### src/rtl/shot_if.sv
// Bus between the shot scheduler and its neighbours: the player block,
// collision logic and the draw mux.
interface shot_if;
  logic       frame_clk;
  logic       fire;
  logic [9:0] player_x_pos;
  logic [9:0] player_y_pos;
  logic       hit_valid;
  logic [1:0] hit_slot;
  logic [1:0] rd_slot;
  logic [9:0] DrawX;
  logic [9:0] DrawY;
  logic [9:0] rd_x;
  logic [9:0] rd_y;
  logic [3:0] shot_active;
  logic [2:0] shot_count;
  logic       fire_accepted;
  logic       busy;
  logic       is_shot;

  modport master (
    output frame_clk, fire, player_x_pos, player_y_pos, hit_valid, hit_slot,
           rd_slot, DrawX, DrawY,
    input  rd_x, rd_y, shot_active, shot_count, fire_accepted, busy, is_shot
  );

  modport slave (
    input  frame_clk, fire, player_x_pos, player_y_pos, hit_valid, hit_slot,
           rd_slot, DrawX, DrawY,
    output rd_x, rd_y, shot_active, shot_count, fire_accepted, busy, is_shot
  );
endinterface

### src/rtl/shot_scheduler.sv
// Player projectile pool. Each frame tick runs one sequence that advances
// every slot in turn through a shared datapath, then tries to spawn.
module shot_scheduler #(
  parameter int         NUM_SHOTS       = 4,
  parameter logic [9:0] SHOT_STEP       = 10'd4,
  parameter logic [9:0] SHOT_Y_MIN      = 10'd0,
  parameter logic [9:0] SPAWN_OFFSET    = 10'd8,
  parameter logic [3:0] COOLDOWN_FRAMES = 4'd15,
  parameter logic [9:0] SHOT_W          = 10'd1,
  parameter logic [9:0] SHOT_H          = 10'd3
) (
  input logic  Clk,
  input logic  Reset,
  shot_if.slave bus
);
  // ADVn encodings equal n so the low bits select the slot being advanced
  typedef enum logic [2:0] {
    ADV0 = 3'd0, ADV1 = 3'd1, ADV2 = 3'd2, ADV3 = 3'd3, IDLE = 3'd4, SPAWN = 3'd5
  } state_t;

  state_t                     state;
  logic                       fc_s, fc_d, tick;
  logic [NUM_SHOTS-1:0]       live;
  logic [NUM_SHOTS-1:0][9:0]  xs, ys;
  logic [3:0]                 cooldown;
  logic                       fire_req, cooldown_ok;
  logic [1:0]                 adv_slot, spawn_slot;
  logic                       any_free, spawn_ok, is_shot_c;
  logic [2:0]                 count_c;
  logic signed [10:0]         dx, dy;
  logic [10:0]                adx, ady;

  assign adv_slot = state[1:0];

  always_comb begin
    spawn_slot = '0;
    any_free   = 1'b0;
    for (int i = NUM_SHOTS-1; i >= 0; i--)
      if (!live[i]) begin
        spawn_slot = 2'(i);
        any_free   = 1'b1;
      end
  end

  assign spawn_ok = (state == SPAWN) && fire_req && cooldown_ok && any_free &&
                    (bus.player_y_pos >= SPAWN_OFFSET);

  always_comb begin
    count_c = '0;
    for (int i = 0; i < NUM_SHOTS; i++) count_c = count_c + 3'(live[i]);
  end

  // Differences are taken in 11-bit signed so shots near x/y = 0 don't wrap
  always_comb begin
    is_shot_c = 1'b0;
    dx = '0; dy = '0; adx = '0; ady = '0;
    for (int i = 0; i < NUM_SHOTS; i++) begin
      dx  = $signed({1'b0, bus.DrawX}) - $signed({1'b0, xs[i]});
      dy  = $signed({1'b0, bus.DrawY}) - $signed({1'b0, ys[i]});
      adx = dx[10] ? 11'(-dx) : 11'(dx);
      ady = dy[10] ? 11'(-dy) : 11'(dy);
      if (live[i] && adx <= {1'b0, SHOT_W} && ady <= {1'b0, SHOT_H}) is_shot_c = 1'b1;
    end
  end

  assign bus.rd_x          = xs[bus.rd_slot];
  assign bus.rd_y          = ys[bus.rd_slot];
  assign bus.shot_active   = live;
  assign bus.shot_count    = count_c;
  assign bus.fire_accepted = spawn_ok;
  assign bus.busy          = (state != IDLE);
  assign bus.is_shot       = is_shot_c;

  always_ff @(posedge Clk) begin
    if (Reset) begin
      state       <= IDLE;
      fc_s        <= 1'b0;
      fc_d        <= 1'b0;
      tick        <= 1'b0;
      live        <= '0;
      xs          <= '0;
      ys          <= '0;
      cooldown    <= '0;
      fire_req    <= 1'b0;
      cooldown_ok <= 1'b0;
    end else begin
      fc_s <= bus.frame_clk;
      fc_d <= fc_s;
      tick <= fc_s & ~fc_d;
      case (state)
        IDLE: if (tick) begin
          state       <= ADV0;
          fire_req    <= bus.fire;
          cooldown_ok <= (cooldown == '0);
          if (cooldown != '0) cooldown <= cooldown - 4'd1;
        end
        ADV0, ADV1, ADV2, ADV3: begin
          state <= (state == ADV3) ? SPAWN : state_t'(state + 3'd1);
          if (live[adv_slot] && !(bus.hit_valid && bus.hit_slot == adv_slot)) begin
            if (ys[adv_slot] < SHOT_Y_MIN + SHOT_STEP) live[adv_slot] <= 1'b0;
            else                                       ys[adv_slot]   <= ys[adv_slot] - SHOT_STEP;
          end
        end
        SPAWN: begin
          state <= IDLE;
          if (spawn_ok) begin
            live[spawn_slot] <= 1'b1;
            xs[spawn_slot]   <= bus.player_x_pos;
            ys[spawn_slot]   <= bus.player_y_pos - SPAWN_OFFSET;
            cooldown         <= COOLDOWN_FRAMES;
          end
        end
        default: state <= IDLE;
      endcase
      // A hit on the slot being spawned into targets a free slot, so spawn wins
      if (bus.hit_valid && !(spawn_ok && bus.hit_slot == spawn_slot))
        live[bus.hit_slot] <= 1'b0;
    end
  end
endmodule

### src/flat_wrapper.sv
// flat-port wrapper written by rule: the top's interface ports become plain ports
module shot_scheduler_flat 
#(
  parameter int         NUM_SHOTS       = 4,
  parameter logic [9:0] SHOT_STEP       = 10'd4,
  parameter logic [9:0] SHOT_Y_MIN      = 10'd0,
  parameter logic [9:0] SPAWN_OFFSET    = 10'd8,
  parameter logic [3:0] COOLDOWN_FRAMES = 4'd15,
  parameter logic [9:0] SHOT_W          = 10'd1,
  parameter logic [9:0] SHOT_H          = 10'd3
)
  (Clk, Reset, bus_frame_clk, bus_fire, bus_player_x_pos, bus_player_y_pos, bus_hit_valid, bus_hit_slot, bus_rd_slot, bus_DrawX, bus_DrawY, bus_rd_x, bus_rd_y, bus_shot_active, bus_shot_count, bus_fire_accepted, bus_busy, bus_is_shot);
  shot_if bus_i ();
  input logic Clk;
  input logic Reset;
  input wire logic [$bits(bus_i.frame_clk)-1:0] bus_frame_clk;
  input wire logic [$bits(bus_i.fire)-1:0] bus_fire;
  input wire logic [$bits(bus_i.player_x_pos)-1:0] bus_player_x_pos;
  input wire logic [$bits(bus_i.player_y_pos)-1:0] bus_player_y_pos;
  input wire logic [$bits(bus_i.hit_valid)-1:0] bus_hit_valid;
  input wire logic [$bits(bus_i.hit_slot)-1:0] bus_hit_slot;
  input wire logic [$bits(bus_i.rd_slot)-1:0] bus_rd_slot;
  input wire logic [$bits(bus_i.DrawX)-1:0] bus_DrawX;
  input wire logic [$bits(bus_i.DrawY)-1:0] bus_DrawY;
  output wire logic [$bits(bus_i.rd_x)-1:0] bus_rd_x;
  output wire logic [$bits(bus_i.rd_y)-1:0] bus_rd_y;
  output wire logic [$bits(bus_i.shot_active)-1:0] bus_shot_active;
  output wire logic [$bits(bus_i.shot_count)-1:0] bus_shot_count;
  output wire logic [$bits(bus_i.fire_accepted)-1:0] bus_fire_accepted;
  output wire logic [$bits(bus_i.busy)-1:0] bus_busy;
  output wire logic [$bits(bus_i.is_shot)-1:0] bus_is_shot;
  assign bus_i.frame_clk = bus_frame_clk;
  assign bus_i.fire = bus_fire;
  assign bus_i.player_x_pos = bus_player_x_pos;
  assign bus_i.player_y_pos = bus_player_y_pos;
  assign bus_i.hit_valid = bus_hit_valid;
  assign bus_i.hit_slot = bus_hit_slot;
  assign bus_i.rd_slot = bus_rd_slot;
  assign bus_i.DrawX = bus_DrawX;
  assign bus_i.DrawY = bus_DrawY;
  assign bus_rd_x = bus_i.rd_x;
  assign bus_rd_y = bus_i.rd_y;
  assign bus_shot_active = bus_i.shot_active;
  assign bus_shot_count = bus_i.shot_count;
  assign bus_fire_accepted = bus_i.fire_accepted;
  assign bus_busy = bus_i.busy;
  assign bus_is_shot = bus_i.is_shot;
  shot_scheduler #(.NUM_SHOTS(NUM_SHOTS), .SHOT_STEP(SHOT_STEP), .SHOT_Y_MIN(SHOT_Y_MIN), .SPAWN_OFFSET(SPAWN_OFFSET), .COOLDOWN_FRAMES(COOLDOWN_FRAMES), .SHOT_W(SHOT_W), .SHOT_H(SHOT_H)) u_core (.Clk(Clk), .Reset(Reset), .bus(bus_i));
endmodule
### config.mk
export PLATFORM = sky130hd
export DESIGN_NAME = shot_scheduler_flat
export DESIGN_NICKNAME = d
export VERILOG_FILES = /design/src/rtl/shot_if.sv /design/src/rtl/shot_scheduler.sv /design/src/flat_wrapper.sv
export SDC_FILE = /design/constraint.sdc
export NUM_CORES = 1
export LEC_CHECK = 0
export ABC_AREA = 1
export CORE_MARGIN = 8
export CORE_UTILIZATION = 51
export DETAILED_ROUTE_END_ITERATION = 8
export PLACE_DENSITY = 0.84
export SYNTH_ARGS = -nofsm -noshare
export SYNTH_HDL_FRONTEND = slang
export SYNTH_SLANG_ARGS = --single-unit
### constraint.sdc
create_clock -name Clk -period 3.4 [get_ports Clk]
set_clock_uncertainty 0.15 [all_clocks]
set_input_delay 0.68 -clock Clk [delete_from_list [all_inputs] [get_ports Clk]]
set_output_delay 0.68 -clock Clk [all_outputs]
set_load 0.05 [all_outputs]
Word level (Yosys, flattened, before mapping)
Index checks and enable logic that the tools add are counted.
{"block": "word_totals", "regBits": 96, "input_bits": 49, "elab_cells": 165, "out_inout_bits": 30}
{"block": "op_classes", "n_reduce_logical": 31, "n_eq_ne": 13, "n_lt_le_gt_ge": 17, "bitwise_logic": 7, "add_sub_neg": 23, "n_mux": 58}
{"cell": "bitwise mux 40 bit", "count": 3}
{"cell": "2-to-1 mux 40 bit", "count": 3}
{"cell": "2-to-1 mux 11 bit", "count": 8}
{"cell": "negation 11 bit", "count": 8}
{"cell": "subtractor 10 x 10 -> 11 bit", "count": 8}
{"cell": "case mux 40 bit (2 select lines)", "count": 1}
{"cell": "binary-select mux 10 bit (select 2 bit)", "count": 3}
{"cell": "2-to-1 mux 10 bit", "count": 5}
{"cell": "<= comparator 11 x 1 -> 1 bit (second input constant)", "count": 4}
{"cell": "<= comparator 11 x 2 -> 1 bit (second input constant)", "count": 4}
{"cell": "demux 10 bit (select 2 bit)", "count": 2}
{"cell": "2-to-1 mux 4 bit", "count": 8}
{"cell": "logical AND 1 bit", "count": 19}
{"cell": "case mux 4 bit (2 select lines)", "count": 2}
{"cell": "less-than comparator 2 x 3 -> 1 bit (second input constant)", "count": 4}
{"cell": "2-to-1 mux 1 bit", "count": 12}
{"cell": "greater-or-equal comparator 10 x 4 -> 1 bit (second input constant)", "count": 1}
{"cell": "less-than comparator 10 x 3 -> 1 bit (second input constant)", "count": 1}
{"cell": "subtractor 10 x 3 -> 10 bit (second input constant)", "count": 1}
{"cell": "subtractor 10 x 4 -> 10 bit (second input constant)", "count": 1}
{"cell": "bitwise AND 4 bit", "count": 2}
{"cell": "2-to-1 mux 2 bit", "count": 4}
{"cell": "!= test 2 x 1 -> 1 bit (second input constant)", "count": 4}
{"cell": "inverter 4 bit", "count": 2}
{"cell": "other kinds (26)", "count": 39}

Logic depth before layout (Yosys ltp)
{"block": "logic_depth", "depth_word": 14, "depth_mapped": 21, "mapped_depth_nobuf": 21}

Least setup slack after synthesis
Ideal clock, no wire load.
{"block": "synth_path", "path_type": "input to output", "start": "in bus_DrawX[0]", "end": "out bus_is_shot", "n_path_buf": 0, "path_stages": 19, "setup_slack_ns": -0.472, "arrival_time_ns": 3.042, "path_cell_list": "inv_1 -> ha_1 -> inv_1 -> fa_1 -> inv_1 -> ha_1 -> nand2_1 -> nand3b_1 -> nor2_1 -> nand2_1 -> nor2_1 -> nand2_1 -> nand2_1 -> nand2_1 -> nand2_1 -> nand2_1 -> nor2_1 -> nand3_1 -> nand4_1"}
{"block": "synth_between", "elab_chain_cells": 10, "word_cells_on_any_way": 28, "cone_classes": "8 x add/sub; 4 x order compare; 8 x mux; 8 x reduce/logical"}
{"element": "start, declared", "line_no": "flat_wrapper.sv:23", "rtl": "input wire logic [$bits(bus_i.DrawX)-1:0] bus_DrawX;"}
{"element": "subtractor 10 x 10 -> 11 bit", "line_no": "shot_scheduler.sv:58", "rtl": "dx = $signed({1'b0, bus.DrawX}) - $signed({1'b0, xs[i]});"}
{"element": "negation 11 bit", "line_no": "shot_scheduler.sv:60", "rtl": "adx = dx[10] ? 11'(-dx) : 11'(dx);"}
{"element": "2-to-1 mux 11 bit", "line_no": "shot_scheduler.sv:60"}
{"element": "<= comparator 11 x 1 -> 1 bit", "line_no": "shot_scheduler.sv:62", "rtl": "if (live[i] && adx <= {1'b0, SHOT_W} && ady <= {1'b0, SHOT_H}) is_shot_c = 1'b1;"}
{"element": "logical AND 1 bit (2 in series)", "line_no": "shot_scheduler.sv:62"}
{"element": "2-to-1 mux 1 bit (3 in series)", "line_no": "shot_scheduler.sv:62"}
{"element": "2-to-1 mux 1 bit *", "line_no": "shot_scheduler.sv:62"}
{"element": "end, declared", "line_no": "flat_wrapper.sv:31", "rtl": "output wire logic [$bits(bus_i.is_shot)-1:0] bus_is_shot;"}
Every way passes the cells marked *; elsewhere a longest branch is shown, timed or not.

Final worst setup path
{"block": "layout_path", "start": "in bus_DrawX[8]", "end": "out bus_is_shot"}
Same word-level chain as after synthesis.

==> metrics.csv <==
stage,metric,value,unit
timing,rsz0062_at_grt,true,
timing,hold-worst-slack,0.271,ns
finish,antenna_cells,0,
die,die_h,166,um
synthesis,synthTopCellsByCount,"571 x nand2_1, 288 x inv_1, 221 x nor2_1",
power,p_sw_share,38.9,%
job,maxCapViolCount,0,
die,dieArea,27600,um2
synthesis,yosysTopAreaCellShare,18.6,%
cts,postCtsHoldBufs,0,
synthesis,syn_area,11500,um2
timing,setup_viol,1,
synthesis,synth_edf_count,0,
finish,fillers,1700,
synthesis,synthArstFlopShare,0,%
hold_path,hold_start,u_core.fc_d$_SDFF_PP0_,
cts,ctsHtreeMaxLevel,3,
routing,drtIter0Drc,1512,
global_route,grt_max_degree,59,
global_route,grt_pass1_vias,14814,
timing,slew_headroom,39.3,%
placed_design,gp_congestion,0.986,
hold_path,hold_class,reg2reg,
synthesis,synth_top_family_by_area,simple AND/OR/NAND/NOR gates,
synthesis,avgSynthCellArea,5.70,um2
power,leakage,7.81,nW
synthesis,synth_xor_area_share,2.66,%
cts,clk_pin_slew,0.08,ns
routing,final_antenna_net_count,0,
timing,period_needed,4.24,ns
run_status,status,"complete, but fails checks",
finish,layout-drive-gt1-share,22.3,%
synthesis,synth_most_common_cell,nand2_1,
synthesis,yosys.area_share.simple,36.7,%
routing,wl_per_cell,16.3,um
cts,cts.path.max_buffers,2,
global_route,grt_pass1_wl,69200,um
power,p_total,3.97,mW
power,internal_power,2.42,mW
die,start_util,51.3,%
cts,clock-sinks,96,
setup_path,critPathKind,in2out,
synthesis,syn_inst,2021,
timing,hold_viol_final,0,
finish,final_area,16100,um2
cts,clock_latency,0.37,ns
setup_path,crit_arrival,3.41,ns
routing,routed_wl,43600,um
setup_path,critPathMaxFanout,7,
global_route,overflow,0,
power,power_density,246,nW/um2
run_status,violations,setup timing,
synthesis,synth_compound_area_share,19.8,%
setup_path,regToRegStartpoint,u_core.state[0]$_SDFFE_PP0N_,
global_route,grt_usage,30.0,%
setup_path,endpoint_kind,primary output,
synthesis,synth_warnings,0,
synthesis,synth_ff_type,dfxtp_1,
power,ir_drop,0.300,mV
placed_design,dpl-instance-area,15100,um2
power,power_switching,1.54,mW
setup_path,start_kind,input port,
synthesis,synth-seq-area-share,16.7,%
routing,vias,15298,
finish,fin_nets,2538,
synthesis,synth_mux_area_share,0,%
setup_path,required,2.57,ns
cts,cts_root_buf,clkbuf_16,
timing,final_max_slew_viol_count,0,
die,core.rowCount,55,
cts,cts_tree,yes,
global_route,antenna_found_initial,0,
power,clock_power_share,27.3,%
routing,drc,0,
timing,clock.fmax,236,MHz
timing,setup_slack,-0.840,ns
setup_path,cp-startpoint,bus_DrawX[8],
placed_design,port_buffers,78,
routing,drt_pass1_iterations,7,
synthesis,ys_ff_latch,96,
synthesis,synth_area_leaders,"nand2_1 19%, dfxtp_1 17%, ha_1 11%, inv_1 9.4%, a21oi_1 8.5%",
cts,numCtsBuffers,9,
placed_design,hpwl,33200,um
timing,finalCritPeriodShare,125,%
finish,area_growth,40.0,%
die,core,22400,um2
routing,routed_via_density,5.73,
synthesis,synth_fa_ha_area_share,12.3,%
synthesis,synth_nets,2178,
power,comb_power_share,43.8,%
power,seq_power_share,28.9,%
timing,worst_pin_slew,0.910,ns
synthesis,ys_types,49,
synthesis,yosysTopAreaCell,nand2_1,
die,io_pins,79,
die,die_width,166,um
[final timing paths]
path,end,slack (ns),cells past startpoint
max,bus_is_shot,-0.84,18
min,u_core.tick$_SDFF_PP0_,0.27,1
max reg2reg,u_core.xs[12]$_SDFFE_PP0P_,0.11,9
min reg2reg,u_core.tick$_SDFF_PP0_,0.27,1
[critical path, cell delays in order]
cell and delay, ns:
dlygate4sd2_1 0.33, buf_4 0.19, ha_1 0.33, nand2_2 0.10
inv_1 0.09, a21oi_2 0.21, nand2_1 0.09, nor2_1 0.13
buf_4 0.18, nand3b_1 0.11, nand2_1 0.08, nand3_1 0.08
nor2_1 0.09, nand2_1 0.07, nor2_1 0.10, nand3_1 0.12
nand4_1 0.24, buf_12 0.18
[flip-flops by register name, indices dropped and copies added, names as in the netlist]
| name | count |
|---|---|
| u_core.tick | 1 |
| u_core.ys | 40 |
| u_core.bus.shot_active | 4 |
| u_core.state | 3 |
| u_core.fc_s | 1 |
| u_core.cooldown | 4 |
| u_core.cooldown_ok | 1 |
| u_core.xs | 40 |
| u_core.fire_req | 1 |
| u_core.fc_d | 1 |
[power groups by stage]
stage / combinational [mW] / sequential [mW] / clock [mW]
2_1_floorplan: 0.904 / 1.17 / 0
3_3_place_gp: 1.53 / 1.17 / 0
3_5_place_dp: 1.57 / 1.17 / 0
4_1_cts: 1.65 / 1.14 / 1.08
5_1_grt: 1.90 / 1.15 / 1.13
6_report: 1.74 / 1.15 / 1.08
[final cells by class]
class	instances	area, um2	share of cell area [%]
clock inverters	6	57.6	0.357
inverters	299	1140	7.07
flip-flops and latches	96	1920	11.9
multi-input cells	1578	8940	55.4
clock buffers	10	239	1.48
well taps	285	357	2.21
repair buffers	397	3470	21.5
[what timing repair did]
| item | in CTS | in global routing |
|---|---|---|
| setup endpoints to repair | 1 | 2 |
| resized for setup | 153 | 56 |
| pin swaps | 40 | 21 |
| setup buffers | 9 | 0 |
[through the flow]
stage | util [%] | instances | setup slack, ns | setup TNS [ns]
2_1_floorplan | - | 2021 | -0.368 | -0.368
3_3_place_gp | 67.1 | 2646 | -1.12 | -1.12
3_5_place_dp | 67.1 | 2646 | -1.25 | -1.25
4_1_cts | 71.0 | 2671 | -0.648 | -0.648
5_1_grt | 71.9 | 2671 | -0.880 | -0.880
6_report | 71.9 | 2671 | -0.840 | -0.840
[placed cells by master, fill, tap and decap left out, drive strengths merged, types with 11 or more instances in the layout]
master / n
nand2: 572
buf: 346
inv: 297
nor2: 222
a21oi: 198
o21ai: 148
nand3: 147
ha: 99
dfxtp: 96
o22ai: 42
nand4: 32
clkdlybuf4s50: 32
nand3b: 22
xor2: 21
xnor2: 14
dlygate4sd2: 12
nor3: 12
clkbuf: 11
[cells by family (layout without fill, tap and decap cells)]
| kind of cell | after synthesis | in the layout |
|---|---|---|
| AND/OR/NAND/NOR | 1016 | 1016 |
| buffers and inverters | 347 | 712 |
| flip-flops | 96 | 96 |
| XOR/XNOR | 35 | 35 |
| AO/OA/AOI/OAI | 419 | 419 |
| adder cells (fa/ha/maj) | 108 | 108 |
[per-layer routing]
layer  part of all wire, %  up-vias  track usage (%)
met3                    11      207             6.51
met2                    46      881             51.5
li1                      -     7336                -
met5                     0        -                0
met4                   5.0        0             15.2
met1                    38     6874             34.7
Power figures use the tool's default switching activity.
